<file path="config.mk">
export PLATFORM = sky130hd
export DESIGN_NAME = btn_pulse_gen
export DESIGN_NICKNAME = d
export VERILOG_FILES = /design/src/rtl/btn_pkg.sv /design/src/rtl/btn_debounce_channel.sv /design/src/rtl/btn_pulse_gen.sv
export SDC_FILE = /design/constraint.sdc
export NUM_CORES = 1
export LEC_CHECK = 0
export ABC_AREA = 1
export BUFFER_PORTS_ARGS = -buffer_cell sky130_fd_sc_hd__buf_2
export CAP_MARGIN = 20
export CORE_UTILIZATION = 40
export DETAILED_ROUTE_END_ITERATION = 8
export GPL_ROUTABILITY_DRIVEN = 0
export SETUP_SLACK_MARGIN = 0.1
export SLEW_MARGIN = 10
export SYNTH_ARGS = -nofsm -noshare
export SYNTH_HDL_FRONTEND = slang
export SYNTH_HIERARCHICAL = 1
export SYNTH_SLANG_ARGS = --single-unit
</file>
<file path="constraint.sdc">
create_clock -name clk -period 2.37 [get_ports clk]
set_input_delay 0.474 -clock clk [delete_from_list [all_inputs] [get_ports clk]]
set_output_delay 0.474 -clock clk [all_outputs]
set_load 0.05 [all_outputs]
</file>
<file path="src/rtl/btn_pkg.sv">
// Shared definitions for the pushbutton conditioning block: channel FSM encoding,
// direction indices and default timing.
package btn_pkg;

  typedef enum logic [1:0] {
    IDLE         = 2'd0,
    PRESS_WAIT   = 2'd1,
    HELD         = 2'd2,
    RELEASE_WAIT = 2'd3
  } btn_state_e;

  localparam int DIR_L    = 0;
  localparam int DIR_R    = 1;
  localparam int DIR_U    = 2;
  localparam int DIR_D    = 3;
  localparam int NUM_DIRS = 4;

  // 100 MHz clock: 10 ms debounce, 500 ms before the first repeat, 200 ms between repeats
  localparam int DEF_DEBOUNCE_CYCLES = 1000000;
  localparam bit DEF_REPEAT_EN       = 1'b1;
  localparam int DEF_REPEAT_DELAY    = 50000000;
  localparam int DEF_REPEAT_PERIOD   = 20000000;

  function automatic int max3(input int a, input int b, input int c);
    int m;
    m = (a > b) ? a : b;
    return (m > c) ? m : c;
  endfunction

endpackage

</file>
<file path="src/rtl/btn_debounce_channel.sv">
// One pushbutton channel: 2-flop synchronizer, press/release debounce and
// a single-cycle pulse per accepted press plus optional auto-repeat.
//
// state        | meaning
// -------------+-------------------------------------------------------------
// IDLE         | released, level 0, waiting for synced input to go high
// PRESS_WAIT   | input high, counting debounce before accepting the press
// HELD         | press accepted, level 1, repeat timer running
// RELEASE_WAIT | input low, counting debounce before accepting the release
module btn_debounce_channel
  import btn_pkg::*;
#(
  parameter int DEBOUNCE_CYCLES = DEF_DEBOUNCE_CYCLES,
  parameter bit REPEAT_EN       = DEF_REPEAT_EN,
  parameter int REPEAT_DELAY    = DEF_REPEAT_DELAY,
  parameter int REPEAT_PERIOD   = DEF_REPEAT_PERIOD
) (
  input  logic clk,
  input  logic rst_n,
  input  logic raw,
  output logic pulse,
  output logic level
);

  localparam int CNT_W = $clog2(max3(DEBOUNCE_CYCLES, REPEAT_DELAY, REPEAT_PERIOD) + 1);
  localparam logic [CNT_W-1:0] DB_LAST = CNT_W'(DEBOUNCE_CYCLES - 1);
  localparam logic [CNT_W-1:0] RD_LAST = CNT_W'(REPEAT_DELAY - 1);
  localparam logic [CNT_W-1:0] RP_LAST = CNT_W'(REPEAT_PERIOD - 1);

  logic [1:0]       sync_q;
  logic             sync;
  btn_state_e       state;
  logic [CNT_W-1:0] cnt;
  logic [CNT_W-1:0] rpt;
  logic             rpt_phase;

  always_ff @(posedge clk or negedge rst_n) begin
    if (!rst_n) begin
      sync_q <= 2'b00;
    end else begin
      sync_q <= {sync_q[0], raw};
    end
  end

  assign sync = sync_q[1];

  // rpt_phase 0: waiting out the initial repeat delay; 1: periodic repeats
  always_ff @(posedge clk or negedge rst_n) begin
    if (!rst_n) begin
      state     <= IDLE;
      cnt       <= '0;
      rpt       <= '0;
      rpt_phase <= 1'b0;
      pulse     <= 1'b0;
      level     <= 1'b0;
    end else begin
      pulse <= 1'b0;
      case (state)
        IDLE: begin
          if (sync) begin
            state <= PRESS_WAIT;
            cnt   <= '0;
          end
        end
        PRESS_WAIT: begin
          if (!sync) begin
            state <= IDLE;
          end else if (cnt == DB_LAST) begin
            state     <= HELD;
            level     <= 1'b1;
            pulse     <= 1'b1;
            rpt       <= '0;
            rpt_phase <= 1'b0;
          end else begin
            cnt <= cnt + 1'b1;
          end
        end
        HELD: begin
          if (!sync) begin
            state <= RELEASE_WAIT;
            cnt   <= '0;
          end else if (REPEAT_EN) begin
            if (rpt == (rpt_phase ? RP_LAST : RD_LAST)) begin
              pulse     <= 1'b1;
              rpt       <= '0;
              rpt_phase <= 1'b1;
            end else begin
              rpt <= rpt + 1'b1;
            end
          end
        end
        RELEASE_WAIT: begin
          // a bounce back to high resumes the hold without a new move pulse
          if (sync) begin
            state     <= HELD;
            rpt       <= '0;
            rpt_phase <= 1'b0;
          end else if (cnt == DB_LAST) begin
            state <= IDLE;
            level <= 1'b0;
          end else begin
            cnt <= cnt + 1'b1;
          end
        end
        default: state <= IDLE;
      endcase
    end
  end

endmodule

</file>
<file path="src/rtl/btn_pulse_gen.sv">
// Conditions the four directional pushbuttons into one-cycle move pulses and
// debounced held levels for the grid-sprite renderer.
module btn_pulse_gen
  import btn_pkg::*;
#(
  parameter int DEBOUNCE_CYCLES = DEF_DEBOUNCE_CYCLES,
  parameter bit REPEAT_EN       = DEF_REPEAT_EN,
  parameter int REPEAT_DELAY    = DEF_REPEAT_DELAY,
  parameter int REPEAT_PERIOD   = DEF_REPEAT_PERIOD
) (
  input  logic       clk,
  input  logic       rst_n,
  input  logic       btn_l_raw,
  input  logic       btn_r_raw,
  input  logic       btn_u_raw,
  input  logic       btn_d_raw,
  output logic       btn_l,
  output logic       btn_r,
  output logic       btn_u,
  output logic       btn_d,
  output logic [3:0] btn_level
);

  logic [NUM_DIRS-1:0] raw_vec;
  logic [NUM_DIRS-1:0] pulse_vec;

  assign raw_vec[DIR_L] = btn_l_raw;
  assign raw_vec[DIR_R] = btn_r_raw;
  assign raw_vec[DIR_U] = btn_u_raw;
  assign raw_vec[DIR_D] = btn_d_raw;

  for (genvar i = 0; i < NUM_DIRS; i++) begin : g_ch
    btn_debounce_channel #(
      .DEBOUNCE_CYCLES(DEBOUNCE_CYCLES),
      .REPEAT_EN      (REPEAT_EN),
      .REPEAT_DELAY   (REPEAT_DELAY),
      .REPEAT_PERIOD  (REPEAT_PERIOD)
    ) u_ch (
      .clk  (clk),
      .rst_n(rst_n),
      .raw  (raw_vec[i]),
      .pulse(pulse_vec[i]),
      .level(btn_level[i])
    );
  end

  assign btn_l = pulse_vec[DIR_L];
  assign btn_r = pulse_vec[DIR_R];
  assign btn_u = pulse_vec[DIR_U];
  assign btn_d = pulse_vec[DIR_D];

endmodule

</file>
## Yosys cells after proc, flatten, opt, wreduce, memory -nomap -nowiden

Cells that the tools add are included.

- Reduce and logical (&&, ||, !) cells: 32
- Add/subtract/negate cells: 8
- Equal/unequal tests: 64
- Mux-type cells: 136

Operator list:

| operator | count |
|---|---|
| $mux 26 | 40 |
| $pmux 26 s4 | 4 |
| $pmux 26 s3 | 4 |
| $add 26x1->26 const B | 8 |
| $eq 26x20->1 const B | 4 |
| $eq 26x26->1 | 4 |
| $ne 2x1->1 const B | 28 |
| $mux 1 | 48 |
| $mux 2 | 24 |
| $reduce_and 5->1 | 8 |
| $pmux 2 s4 | 4 |
| $reduce_and 4->1 | 8 |
| $reduce_and 6->1 | 4 |
| $eq 2x2->1 const B | 8 |
| $ne 2x2->1 const B | 8 |
| $pmux 1 s2 | 8 |
| $ne 3x1->1 const B | 4 |
| $ne 3x3->1 const B | 4 |
| $pmux 1 s3 | 4 |
| $reduce_bool 3->1 | 4 |
| $eq 2x1->1 const B | 4 |
| $logic_not 2->1 | 4 |
| $reduce_bool 2->1 | 4 |

- Output and inout port bits: 8
- Bits in registers: 236
- Word-level logic and storage cells: 268

## Depth between registers and ports, before layout

- Depth in word-level cells: 5
- Depth in mapped cells: 13

## Modules after synthesis

Netlist, hierarchy kept.

Modules (own cells, without submodules):

| module | seq. area each (um^2) | area each (um^2) | times used | cells each |
|---|---|---|---|---|
| btn_debounce_channel (g_ch[1].u_ch ...) | 1476.4 | 4331.7 | 2 | 658 |
| btn_debounce_channel (g_ch[0].u_ch) | 1476.4 | 4344.2 | 1 | 677 |
| btn_debounce_channel (g_ch[3].u_ch) | 1476.4 | 4242.8 | 1 | 640 |

## Worst setup path before layout

No wires, ideal clock.

- Path kind: reg-to-reg
- Start: register g_ch[1].u_ch.state[0]
- End: register g_ch[1].u_ch.cnt[10]
- Arrival: 1.723 ns
- Data required time: 2.251 ns
- Buffers on the path: 1
- Library setup time: 0.119 ns
- Path slack: 0.528 ns
- Cell stages (with the launch flop): 11
- Cell sequence: dfrtp_1 inv_1 ha_1 buf_2 inv_1 a21oi_1 nor3b_1 nand2_4 inv_2 o21ai_0 and2_1

- Word-level cells in the longest chain between the ends: 3
- Elaborated cells on any way between the ends: 10
- Those cells by class: eq/ne: 7; mux: 1; reduce/logical: 2

RTL lines:

| what | line | source |
|---|---|---|
| start, declared | btn_debounce_channel.sv:32 | `btn_state_e state;` |
| start signal, assigned | btn_debounce_channel.sv:50 | `state <= IDLE;` |
| start signal, assigned | btn_debounce_channel.sv:61 | `state <= PRESS_WAIT;` |
| start signal, assigned | btn_debounce_channel.sv:67 | `state <= IDLE;` |
| $eq 2x2->1 (tied with other cells) | btn_debounce_channel.sv:58 | `case (state)` |
| $ne 2x2->1 (no source line) or $ne 2x1->1 (tied branches) | -- |  |
| $reduce_and 4->1 (no source line) | -- |  |
| end signal, assigned | btn_debounce_channel.sv:75 | `cnt <= cnt + 1'b1;` |
| end signal, assigned | btn_debounce_channel.sv:102 | `cnt <= cnt + 1'b1;` |
| end, declared | btn_debounce_channel.sv:33 | `logic [CNT_W-1:0] cnt;` |

Several ways; a longest one is shown, not always the timed one.
A chain may end at the register's enable or synchronous reset.

## Final worst setup path

- Start: register g_ch[2].u_ch.cnt[0]
- End: register g_ch[2].u_ch.rpt_phase

- Word-level cells in the longest chain between the ends: 3

RTL lines:

| what | line | source |
|---|---|---|
| start, declared | btn_debounce_channel.sv:33 |  |
| start signal, assigned | btn_debounce_channel.sv:75 |  |
| start signal, assigned | btn_debounce_channel.sv:102 |  |
| $eq 26x20->1 | btn_debounce_channel.sv:68 | `end else if (cnt == DB_LAST) begin` |
| $ne 2x1->1 (no source line) | -- |  |
| $reduce_and 6->1 (no source line) | -- |  |
| end signal, assigned | btn_debounce_channel.sv:73 | `rpt_phase <= 1'b0;` |
| end signal, assigned | btn_debounce_channel.sv:86 | `rpt_phase <= 1'b1;` |
| end signal, assigned | btn_debounce_channel.sv:97 | `rpt_phase <= 1'b0;` |
| end, declared | btn_debounce_channel.sv:35 | `logic rpt_phase;` |

Every way passes these cells.

==> impl_metrics.toml <==
[sta]
maxSlewHeadroom_pct = 60.8
fmax_ghz = 0.475
fin_tns_setup_ns = 0
min_period_ns = 2.10
fin_ws_ns = 0.267
hold_violations = 0
finalMaxSlewViolations = 0
tightestPinTransition_ns = 0.588
skew_ns = 0.0246
hold_ws_ns = 0.0557
setup-violations-final = 0
rsz0062_at_grt = "yes"
period_share_pct = 88.8

[finish]
ff_latch_area_um2 = 5910
fin_area_um2 = 19100
diodes = 0
drive_gt1_share_pct = 7.89
area_growth_pct = 10.4
fillers = 4438
multi_input_area_um2 = 9820
nNetsFinal = 2681
layout.cells.non_filler = 3214

[detailed_routing]
drt_iter0_drc = 1109
avgViaCountPerCell = 5.09
drt_wl_total_um = 43500
drt_pass1_iterations = 5
routedWlPerCell_um = 13.5
ant_nets = 0
remaining_drc_errors = 0
route.vias.total = 16365

[place]
portBuffers = 13
dpl_cell_area_um2 = 17900
post-place-ws_ns = 0.241
dp_cells = 3153
hpwl_um = 32200

[synth]
synth_edf_count = 0
synth-compound-area-share_pct = 6.13
ys_ff_latch = 236
synth_nets = 2663
synth_top_area_share_pct = 34.2
ys_seq_area_share_pct = 34.2
synth_top_family_by_area = "simple AND/OR/NAND/NOR gates"
ys_warn_count = 6
synth_top_area_cell = "dfrtp_1"
synth_flop_cell = "dfrtp_1"
syn_area_per_cell_um2 = 6.55
syn_area_um2 = 17300
async_flop_share_pct = 100
synth_cells = 2633
synthSimpleGateAreaFrac_pct = 43.9
ys_top_cells_by_area = "dfrtp_1 (34%), nand2_1 (19%), nand3_1 (8.5%)"
synthAdderAreaFrac_pct = 1.74
synth.distinct_cells = 45
muxShareOfSynthArea_pct = 0
synth_xor_area_share_pct = 4.98

[global_routing]
grt_antenna_before_repair = 0
grt_use_total_pct = 20.3
grt_pass1_wl_um = 76100
grt_overflow = 0
grt_max_degree = 63
grt_pass1_vias = 15834

[setup_path]
critical_path_class = "flop to flop"
worstPathMaxFanout = 27
startpoint_type = "flop"
crit_chain = "ha_2, nand2_2, nor2_8, nand3_2, nor2_2, nand2_2, nand2_4, nand2_8, inv_6, nand2_1, nand2_1, nand2_1"
crit_slowest_cell = "dfrtp_1"
worst_path_most_repeated_cell = "nand2_1"
worst_ep_required_time_ns = 2.82
max_stage_delay_ns = 0.45
arrival_ns = 2.55
endpoint_kind = "flop"

[die]
die_h_um = 210
core.rowCount = 75
ios = 14
core_area_um2 = 42200
start_util_pct = 40.9
die_area_um2 = 44000
die_w_um = 210

[pwr]
p_per_area_nw_per_um2 = 727
leakage_uw = 0.00904
max-vdd-ir-drop_uv = 496

[clocking]
h-tree-depth = 1
root_buffer = "clkbuf_16"
clkTransAtPathRegs_ns = 0.06
postCtsSetupBuffers = 0
cts_tree = "yes"
clk_latency_ns = 0.59
cts_sinks = 236
clockBufferDepth = 3
cts-buffers-inserted = 30

[hold_path]
hold_path.class = "primary input to flop"

[run]
drv_cap = 0

[status]
status = "finished, final reports clean"
power breakdown:
group	internal, uW	total (uW)	switching [uW]
Clock	3010	4920	1910
Sequential	4250	4520	276
Combinational	1210	4400	3190
Total	8470	13800	5370
layer usage:
layer | global-route usage, % | vias up | routed length, um
met4 | 5.08 | 0 | 1060
met3 | 2.36 | 68 | 1810
li1 | - | 8408 | -
met1 | 28.4 | 7551 | 21000
met5 | 0 | - | 0
met2 | 33.2 | 338 | 19600
worst paths after layout:
path,start,end,slack (ns),cells after the start
min,btn_r_raw,g_ch[1].u_ch/sync_q[0],0.06,1
max in group asynchronous,rst_n,g_ch[3].u_ch/rpt_phase,1.21,3
max reg2reg,g_ch[2].u_ch/cnt[0],g_ch[2].u_ch/rpt_phase,0.27,12
min in group asynchronous,rst_n,g_ch[0].u_ch/cnt[1],0.44,2
max,g_ch[2].u_ch/cnt[0],g_ch[2].u_ch/rpt_phase,0.27,12
min reg2reg,g_ch[0].u_ch/sync_q[0],g_ch[0].u_ch/sync_q[1],0.35,0
critical path, delay by kind of cell (launching register included):
kind                     cells  cell delay [ns]
flip-flops                   1             0.45
buffers and inverters        1             0.17
AND/OR/NAND/NOR             10             1.09
adder cells (fa/ha/maj)      1             0.27
sequential cells by signal (all words and copies together) (netlist names), named ones only:
name / cells
g_ch.u_ch/sync_q: 8
g_ch.u_ch/state: 4
g_ch.u_ch/cnt: 104
g_ch.u_ch/level: 4
g_ch.u_ch/pulse: 4
g_ch.u_ch/rpt: 104
g_ch.u_ch/rpt_phase: 4
logic make-up (layout without fill, tap and decap cells):
kind of cell,Yosys count,in the layout
AOI/OAI and AO/OA,187,187
DFF,236,236
adders and majority gates,24,24
buffers and inverters,370,411
xor gates and xnor gates,98,98
and+or+nand+nor,1718,1719
cell usage after synthesis (3+ instances only):
library cell and n:
nor2_2 16, nand4_1 69, nand3_2 9, nand2_4 13, nand3b_1 7, nand2_1 854
buf_4 9, and2_1 7, o31ai_1 4, nor2_1 360, a21oi_1 38, ha_1 24
xnor2_1 30, nor3_1 47, clkbuf_1 14, or2_2 8, o21bai_1 6, xor2_1 68
a21o_1 13, nor2_4 6, buf_6 12, inv_1 282, dfrtp_1 236, nor3b_1 9
nor2_8 7, inv_2 19, o21ai_1 49, o21ai_0 66, nand3_1 292, o21bai_2 3
buf_2 26, nand2_2 10
through the flow:
step	total power [uW]	utilization [%]
after floorplan	7990	-
after global placement	8850	42.4
after detailed placement	8940	42.4
after CTS	14000	45.0
after global routing	14800	45.1
final	13800	45.1
placed cells by master (no fill, tap or decap), drive strengths merged, types with 2 or more instances in the layout:
cell type | synthesis | final
a21o | 13 | 13
a21oi | 39 | 39
and2 | 7 | 7
buf | 49 | 45
bufinv | 0 | 5
clkbuf | 15 | 35
clkinv | 3 | 14
clkinvlp | 0 | 2
dfrtp | 236 | 236
dlygate4sd3 | 0 | 4
ha | 24 | 24
inv | 303 | 306
nand2 | 879 | 879
nand3 | 301 | 301
nand3b | 7 | 7
nand4 | 71 | 71
nor2 | 389 | 390
nor3 | 47 | 47
nor3b | 9 | 9
o21ai | 118 | 118
o21bai | 9 | 9
o22ai | 2 | 2
o31ai | 4 | 4
or2 | 8 | 8
xnor2 | 30 | 30
xor2 | 68 | 68
timing repair:
action	CTS	global route
setup endpoints to repair	0	32
endpoints found under the hold margin	59	0
resized for setup	0	9
hold buffers	4	0
final cells by class:
cell class                 instances  share of cell area (%)
timing repair buffer              49                    2.13
tap                              539                    3.54
clock buffer                      35                    4.25
inverter                         306                    6.09
multi-input combinational       2028                    51.5
sequential                       236                    31.0
clock inverter                    21                    1.44
Note: power is estimated with default switching activity, not from simulation.
